<file path="src/rtl/seq_multiplier_pkg.sv">
// seq_multiplier_pkg: shared types and helpers for the sequential multiplier.
// Optional feature macro: SEQ_MULTIPLIER_SIGNED_EN (signed operation).
package seq_multiplier_pkg;

   typedef enum logic [1:0] {
      IDLE = 2'd0,
      BUSY = 2'd1,
      DONE = 2'd2
   } state_t;

   // Widest operand the magnitude helper handles; callers zero-extend into it.
   localparam int unsigned MAG_W = 64;

   typedef struct packed {
      logic             neg;
      logic [MAG_W-1:0] mag;
   } mag_sign_t;

   // Magnitude and sign of a w-bit two's-complement value held in the low
   // w bits of v. The most negative value maps to 2^(w-1), which still fits.
   function automatic mag_sign_t mag_sign(input logic [MAG_W-1:0] v,
                                          input int unsigned      w);
      mag_sign_t        r;
      logic [MAG_W-1:0] mask;
      mask  = ~({MAG_W{1'b1}} << w);
      r.neg = |(v & (MAG_W'(1) << (w - 1)));
      r.mag = r.neg ? ((~v + MAG_W'(1)) & mask) : (v & mask);
      return r;
   endfunction

endpackage

</file>
<file path="src/rtl/seq_multiplier_datapath.sv">
// seq_multiplier_datapath: shift-and-add registers (acc, mcand, mplier).
// Signedness (macro SEQ_MULTIPLIER_SIGNED_EN) is handled by the top level;
// this block only ever sees unsigned magnitudes.
module seq_multiplier_datapath #(
   parameter int unsigned N = 8
) (
   input  logic           clk,
   input  logic           rst_n,
   input  logic           load,
   input  logic           step,
   input  logic [N-1:0]   a_mag,
   input  logic [N-1:0]   b_mag,
   output logic [2*N-1:0] acc_next,
   output logic           done
);

   logic [2*N-1:0] acc;
   logic [2*N-1:0] mcand;
   logic [N-1:0]   mplier;

   // Accumulator value after the current step, and end-of-multiply detect.
   always_comb begin
      acc_next = mplier[0] ? (acc + mcand) : acc;
      done     = ((mplier >> 1) == '0);
   end

   // Operand load on handshake, one add/shift per step.
   always_ff @(posedge clk or negedge rst_n) begin
      if (!rst_n) begin
         acc    <= '0;
         mcand  <= '0;
         mplier <= '0;
      end else if (load) begin
         acc    <= '0;
         mcand  <= {{N{1'b0}}, a_mag};
         mplier <= b_mag;
      end else if (step) begin
         acc    <= acc_next;
         mcand  <= mcand << 1;
         mplier <= mplier >> 1;
      end
   end

endmodule

</file>
<file path="src/rtl/seq_multiplier.sv">
// seq_multiplier: handshaked sequential shift-and-add multiplier.
// Define SEQ_MULTIPLIER_SIGNED_EN to honour signed_i; otherwise all
// transactions are unsigned and signed_i is ignored.
module seq_multiplier #(
   parameter int unsigned N = 8
) (
   input  logic           clk,
   input  logic           rst_n,
   input  logic           valid_i,
   output logic           ready_i,
   input  logic [N-1:0]   a,
   input  logic [N-1:0]   b,
   input  logic           signed_i,
   output logic           valid_o,
   input  logic           ready_o,
   output logic [2*N-1:0] product
);
   import seq_multiplier_pkg::*;

   state_t         state;
   state_t         state_next;
   logic           accept;
   logic           load;
   logic           step;
   logic           dp_done;
   logic           zero_in;
   logic [N-1:0]   a_mag;
   logic [N-1:0]   b_mag;
   logic [2*N-1:0] acc_next;
   logic [2*N-1:0] result;

`ifdef SEQ_MULTIPLIER_SIGNED_EN
   mag_sign_t a_ms;
   mag_sign_t b_ms;
   logic      neg_in;
   logic      neg;

   // Operand magnitudes and product sign for the incoming transaction.
   always_comb begin
      a_ms   = mag_sign(MAG_W'(a), N);
      b_ms   = mag_sign(MAG_W'(b), N);
      a_mag  = signed_i ? N'(a_ms.mag) : a;
      b_mag  = signed_i ? N'(b_ms.mag) : b;
      neg_in = signed_i & (a_ms.neg ^ b_ms.neg);
      result = neg ? ((2*N)'(0) - acc_next) : acc_next;
   end

   // Product sign captured at the input handshake.
   always_ff @(posedge clk or negedge rst_n) begin
      if (!rst_n)      neg <= 1'b0;
      else if (accept) neg <= neg_in;
   end
`else
   logic unused_signed;
   assign unused_signed = signed_i;

   // Unsigned only: operands pass straight through, no final negation.
   always_comb begin
      a_mag  = a;
      b_mag  = b;
      result = acc_next;
   end
`endif

   assign ready_i = (state == IDLE);
   assign accept  = valid_i & ready_i;
   assign zero_in = (a_mag == '0) | (b_mag == '0);

   seq_multiplier_datapath #(.N(N)) u_datapath (
      .clk      (clk),
      .rst_n    (rst_n),
      .load     (load),
      .step     (step),
      .a_mag    (a_mag),
      .b_mag    (b_mag),
      .acc_next (acc_next),
      .done     (dp_done)
   );

   // State register.
   always_ff @(posedge clk or negedge rst_n) begin
      if (!rst_n) state <= IDLE;
      else        state <= state_next;
   end

   // Next-state and datapath control.
   always_comb begin
      state_next = state;
      load       = 1'b0;
      step       = 1'b0;
      unique case (state)
         IDLE: begin
            if (accept) begin
               load       = 1'b1;
               state_next = zero_in ? DONE : BUSY;
            end
         end
         BUSY: begin
            step = 1'b1;
            if (dp_done) state_next = DONE;
         end
         DONE: begin
            if (valid_o && ready_o) state_next = IDLE;
         end
         default: state_next = IDLE;
      endcase
   end

   // Product register and output valid. A zero operand enters DONE with
   // valid_o still low and raises it one cycle later, so its result appears
   // at the same edge as the fastest multiply.
   always_ff @(posedge clk or negedge rst_n) begin
      if (!rst_n) begin
         product <= '0;
         valid_o <= 1'b0;
      end else begin
         unique case (state)
            IDLE: begin
               if (accept && zero_in) product <= '0;
            end
            BUSY: begin
               if (dp_done) begin
                  product <= result;
                  valid_o <= 1'b1;
               end
            end
            DONE: begin
               if (!valid_o)     valid_o <= 1'b1;
               else if (ready_o) valid_o <= 1'b0;
            end
            default: valid_o <= 1'b0;
         endcase
      end
   end

endmodule
</file>
<file path="config.mk">
export PLATFORM = sky130hd
export DESIGN_NAME = seq_multiplier
export DESIGN_NICKNAME = d
export VERILOG_FILES = /design/src/rtl/seq_multiplier_pkg.sv /design/src/rtl/seq_multiplier_datapath.sv /design/src/rtl/seq_multiplier.sv
export SDC_FILE = /design/constraint.sdc
export NUM_CORES = 1
export LEC_CHECK = 0
export BUFFER_PORTS_ARGS = -buffer_cell sky130_fd_sc_hd__clkbuf_2
export CAP_MARGIN = 20
export CORE_MARGIN = 2
export CORE_UTILIZATION = 35
export DETAILED_ROUTE_END_ITERATION = 10
export PLACE_DENSITY_LB_ADDON = 0.25
export SLEW_MARGIN = 20
export SYNTH_ARGS = -nofsm -noshare
export SYNTH_HDL_FRONTEND = slang
export SYNTH_SLANG_ARGS = --single-unit
</file>
<file path="constraint.sdc">
create_clock -name clk -period 4.95 [get_ports clk]
set_input_delay 0.495 -clock clk [delete_from_list [all_inputs] [get_ports clk]]
set_output_delay 0.495 -clock clk [all_outputs]
set_load 0.02 [all_outputs]
</file>
== Word level (Yosys, flattened, before mapping) ==
Cells that the tools add are included.

* Input port bits: 21
* Register bits: 59

* Bitwise gates (word level): 3
* Reduce and logical (&&, ||, !) cells: 11
* $add $sub $neg: 1
* Mux-type cells: 22
* Eq/ne operators: 6

{| class="wikitable"
|+ Operators with widths
! cell !! number
|-
| 16-bit 2-to-1 mux || 7
|-
| 16-bit one-hot mux with 2 select lines || 1
|-
| 8-bit logical NOT || 3
|-
| 16-bit adder || 1
|-
| 8-bit 2-to-1 mux || 2
|-
| 2-bit 2-to-1 mux || 4
|-
| 1-bit 2-to-1 mux || 6
|-
| 2-bit one-hot mux with 3 select lines || 1
|-
| 3-bit AND reduction || 2
|-
| 2-bit by 1-bit inequality test with 1-bit output (second input constant) || 2
|-
| 2-bit inequality test (second input constant) || 2
|-
| 2-bit nonzero test || 2
|-
| 1-bit one-hot mux with 3 select lines || 1
|-
| 2-bit by 1-bit equality test with 1-bit output (second input constant) || 1
|-
| 2-bit equality test (second input constant) || 1
|-
| 1-bit logical AND || 2
|-
| 2-bit logical NOT || 1
|-
| 2-bit AND reduction || 1
|-
| 1-bit AND || 1
|-
| 1-bit NOT || 1
|-
| 1-bit OR || 1
|}

== Logic depth before layout (Yosys ltp) ==
* Depth in word-level cells: 5
* Depth in mapped cells: 11
* Depth with buffers taken out: 9

== Modules after synthesis ==
From an unflattened synthesis, not the netlist that was laid out.

* Cell total of the unflattened synthesis: 375
* Area total of the unflattened synthesis: 3,668.5 um2

{| class="wikitable"
|+ Modules (own cells, without submodules)
! module !! sequential area each (um2) !! times used !! cells an instance !! area each (um2)
|-
| seq_multiplier_datapath || 1,001.0 || 1 || 299 || 2,721.4
|-
| seq_multiplier || 475.5 || 1 || 76 || 947.2
|}

== Worst setup path after synthesis ==
OpenSTA, ideal clock, no wires.

* Path type: register -> register
* Start point: reg u_datapath.mcand[0]
* End point: reg u_datapath.acc[14]
* Period minus slack after synthesis: 2,242 ps
* Setup slack: 2,708 ps
* Path buffers: 0
* Data arrival time: 2,121 ps
* Cell stages (with the launch flop): 10
* Path through: dfrtp_1 ha_1 fa_1 a211oi_1 o21ai_1 a21oi_1 o21ai_1 a21oi_1 xnor2_1 a22o_1

* Longest elaborated chain between the ends: 4

{| class="wikitable"
|+ Ends and longest elaborated chain
! element !! line !! RTL
|-
| start: declaration || seq_multiplier_datapath.sv:18 || <nowiki>logic [2*N-1:0] mcand;</nowiki>
|-
| start signal: assignment || seq_multiplier_datapath.sv:35 || <nowiki>mcand <= {{N{1'b0}}, a_mag};</nowiki>
|-
| start signal: assignment || seq_multiplier_datapath.sv:39 || <nowiki>mcand <= mcand << 1;</nowiki>
|-
| 16-bit adder || seq_multiplier_datapath.sv:23 || <nowiki>acc_next = mplier[0] ? (acc + mcand) : acc;</nowiki>
|-
| 16-bit 2-to-1 mux || seq_multiplier_datapath.sv:23 ||
|-
| 16-bit 2-to-1 mux || seq_multiplier_datapath.sv:37 || <nowiki>end else if (step) begin</nowiki>
|-
| 16-bit 2-to-1 mux || seq_multiplier_datapath.sv:33 || <nowiki>end else if (load) begin</nowiki>
|-
| end signal: assignment || seq_multiplier_datapath.sv:38 || <nowiki>acc <= acc_next;</nowiki>
|-
| end: declaration || seq_multiplier_datapath.sv:17 || <nowiki>logic [2*N-1:0] acc;</nowiki>
|}

No other way between the ends. The select of a mux whose other input is x is not followed.
A chain may end at the register's enable or synchronous reset.

== Worst setup path after layout ==
* Start point: reg state[1]
* End point: reg product[13]

* Longest elaborated chain between the ends: 5

{| class="wikitable"
|+ Ends and longest elaborated chain
! element !! line !! RTL
|-
| start: declaration || seq_multiplier.sv:20 || <nowiki>state_t state;</nowiki>
|-
| start signal: assignment || seq_multiplier.sv:83 || <nowiki>else state <= state_next;</nowiki>
|-
| 2-bit logical NOT || seq_multiplier.sv:65, seq_multiplier.sv:117 ||
|-
| 1-bit AND || seq_multiplier.sv:66 || <nowiki>assign accept = valid_i & ready_i;</nowiki>
|-
| 1-bit logical AND || seq_multiplier.sv:119 || <nowiki>if (accept && zero_in) product <= '0;</nowiki>
|-
| 2-bit by 1-bit inequality test with 1-bit output (no line) || n/a ||
|-
| 3-bit AND reduction (no line) || n/a ||
|-
| end signal: assignment || seq_multiplier.sv:123 || <nowiki>product <= result;</nowiki>
|-
| end: declaration || seq_multiplier.sv:16 || <nowiki>output logic [2*N-1:0] product</nowiki>
|}

Parallel ways exist; a longest one is shown, timed or not.

==> results.yml <==
synthesis:
  yosys-top-cells-area: "dfrtp_1 42%, mux2i_1 8.9%, nand2_1 6.8%, ha_1 6.4%, o21ai_0 5.9%"
  synth_most_common_cell: "nand2_1"
  synth.top_cell.area_share_pct: 42.3
  synthCells: 376
  netlist_top_cells_count: "63 x nand2_1, 59 x dfrtp_1, 41 x o21ai_0"
  yosysSeqAreaShare_pct: 42.3
  yosysWarnings: 0
  syn_nets: 416
  ys_ff_latch: 59
  netlist_area_mm2: 0.00349
  synth_cell_types: 50
  syn_area_per_cell_um2: 9.29
  synth_top_cell_by_area: "dfrtp_1"
  synth_flop_cell: "dfrtp_1"
  async_flop_share_pct: 100
  synth_edf_count: 0
critical_path:
  worstPathCellList: "inv_1, ha_2, buf_4, inv_1, a21oi_1, or2_1, nor2_1, a221o_1"
  setup.worst_path.class: "reg2reg"
  critPathArrivalTime_ps: 3440
  critPathTopFamily: "buffers and inverters"
  reg2regPathDepth: 8
  cpPeakStageDelay_ps: 730
  cp-start-kind: "flop"
  critical_path.most_common_cell: "inv_1"
  rrSetupSlack_ps: 1730
  worstPathMaxFanout: 36
  path_buf_inv: 3
  crit_start: "state[1]$_DFFE_PN0P_"
  endpoint: "product[13]$_DFFE_PN0P_"
  cp_slowest_cell: "or2_1"
  required_ps: 5180
  cp.depth: 8
  reg2reg_from: "state[1]$_DFFE_PN0P_"
  critPathCaptureType: "flop"
  r2r_end: "product[13]$_DFFE_PN0P_"
clock_tree:
  cts.reportedPaths.clkPinSlew_ps: 70
  cts-buffers-inserted: 9
  htreeDepth: 3
  postCtsHoldBufs: 0
  cts_tree: "yes"
  cts_setup_buffers: 0
  clk_path_buf_depth: 2
  cts_resized: 0
  cts.sinks: 59
  clock-root-buffer: "clkbuf_8"
  clock_latency_ps: 350
detailed_routing:
  remaining_drc_errors: 0
  wl_met3_um: 218
  ant_nets: 0
  m1WireLength_um: 4050
  vias: 2772
  drt_iter0_markers: 125
  via_per_inst: 5.09
  maxUsedRoutingLayer: "met4"
  wl_met2_um: 3450
  wire_per_inst_um: 14.4
  drt_wl_total_um: 7850
  first_pass_iters: 4
placement:
  hpwl_um: 5470
  finalWeightedCongestion: 0.826
  place_ws_ps: 1750
  placed_cells: 528
  io_buffers: 37
  dpl_cell_area_mm2: 0.00373
timing:
  hold_violations: 0
  fin_skew_ps: 12.0
  setup_violations: 0
  period_needed_ps: 3220
  layout_setup_ws_ps: 1730
  tns_ps: 0
  holdWs_ps: 293
  max-slew-margin-rel_pct: 42.0
  grt_setup_unrepaired: "false"
  tightest_slew_ps: 869
  clock.fmax_ghz: 0.311
  finalCritPeriodShare_pct: 65.0
  slew_violations: 0
layout:
  stdcell_area_mm2: 0.00395
  n_fill_cell: 1012
  area_growth_pct: 13.1
  multiInputGateArea_mm2: 0.00186
  drive_above_1_share_pct: 14.1
  diodes: 0
  nets: 447
  seq_area_mm2: 0.00148
  final_cells: 545
global_route:
  grt_pass1_vias: 2627
  antenna_found_initial: 0
  grt.overflow.total: 0
  grt_max_degree: 60
  grt_pass1_wl_um: 13300
  grt_usage_pct: 15.4
floorplanning:
  die_w_um: 104
  io_pins: 39
  design.die.area_mm2: 0.0108
  core_mm2: 0.00973
  std_cell_rows: 36
  start_util_pct: 35.9
  die-height_um: 104
run_status:
  outcome: "finished, final reports clean"
worst_hold_path:
  hp-class: "in2async"
pwr:
  power.density_mw_per_mm2: 587
  peakVddDrop_uv: 278
  power.leakage_nw: 1.81
job:
  max_cap_violations: 0
[worst min-delay path by stage]
stage                                  from                         endpoint
floorplan                             rst_n           product[0]$_DFFE_PN0P_
CTS                                   rst_n  u_datapath.mcand[2]$_DFFE_PN0P_
global route                           a[4]  u_datapath.mcand[4]$_DFFE_PN0P_
global placement    product[12]$_DFFE_PN0P_          product[12]$_DFFE_PN0P_
finish                                rst_n  u_datapath.mcand[2]$_DFFE_PN0P_
detailed placement   product[0]$_DFFE_PN0P_           product[0]$_DFFE_PN0P_
[metal layers]
layer  GRT usage [%]  vias up
met5               0        -
met4            5.60        0
met3            3.63       13
met2            22.7       39
met1            22.0     1329
li1                -     1391
[stage by stage]
stage / total power, mW / util [%]
5_1_grt: 2.52 / 40.6
3_3_place_gp: 1.86 / 38.4
2_1_floorplan: 1.67 / -
6_report: 2.32 / 40.6
3_5_place_dp: 1.88 / 38.4
4_1_cts: 2.32 / 40.3
[layout make-up]
cell class / count / share of cell area, %
clock buffers: 14 / 3.87
inverters: 8 / 0.760
multi-input cells: 289 / 47.1
clock inverters: 2 / 0.887
flip-flops and latches: 59 / 37.4
repair buffers: 40 / 5.77
well taps: 133 / 4.21
[state kept, by name (all words and copies together), names as in the netlist]
signal,count
u_datapath.acc,16
u_datapath.mplier,8
u_datapath.mcand,16
product,16
valid_o,1
state,2
[cells by family (layout without fill, tap and decap cells)]
group,count (synthesis),count (layout),synth area share [%]
multiplexers,31,31,8.89
AND/OR/NAND/NOR,117,117,14.4
XOR/XNOR,14,14,3.91
buffers and inverters,28,64,4.73
adder cells (fa/ha/maj),19,19,7.02
flip-flops,59,59,42.3
AO/OA/AOI/OAI,108,108,18.8
[layout by cell type, fill, tap and decap left out, types with 3 or more instances in the layout]
cell type,instances
o211ai_1,3
nand2_1,63
a211oi_1,3
clkbuf_8,10
o31ai_1,7
nand4_1,3
ha_1,17
inv_1,7
dfrtp_1,59
nor4_1,5
clkbuf_1,4
a21oi_1,27
clkbuf_2,37
nand3_1,5
xor2_1,7
o21a_1,3
o21ai_0,41
a22o_1,3
a21o_1,5
mux2i_1,31
xnor2_1,6
nor2_1,27
[where the power goes]
part | total (mW) | internal [mW] | switching [mW] | leakage (nW)
sequential | 0.794 | 0.643 | 0.151 | 0.787
clock | 0.431 | 0.246 | 0.184 | 0.0947
combinational | 1.09 | 0.418 | 0.674 | 0.931
total | 2.32 | 1.31 | 1.01 | 1.81
[worst register-to-register path: cells and delay by family (launching register included)]
kind | cells | cell delay, ps
AO/OA/AOI/OAI | 2 | 710
adder cells (fa/ha/maj) | 1 | 170
AND/OR/NAND/NOR | 2 | 880
flip-flops | 1 | 380
buffers and inverters | 3 | 950
(Power assumes the default switching activity.)
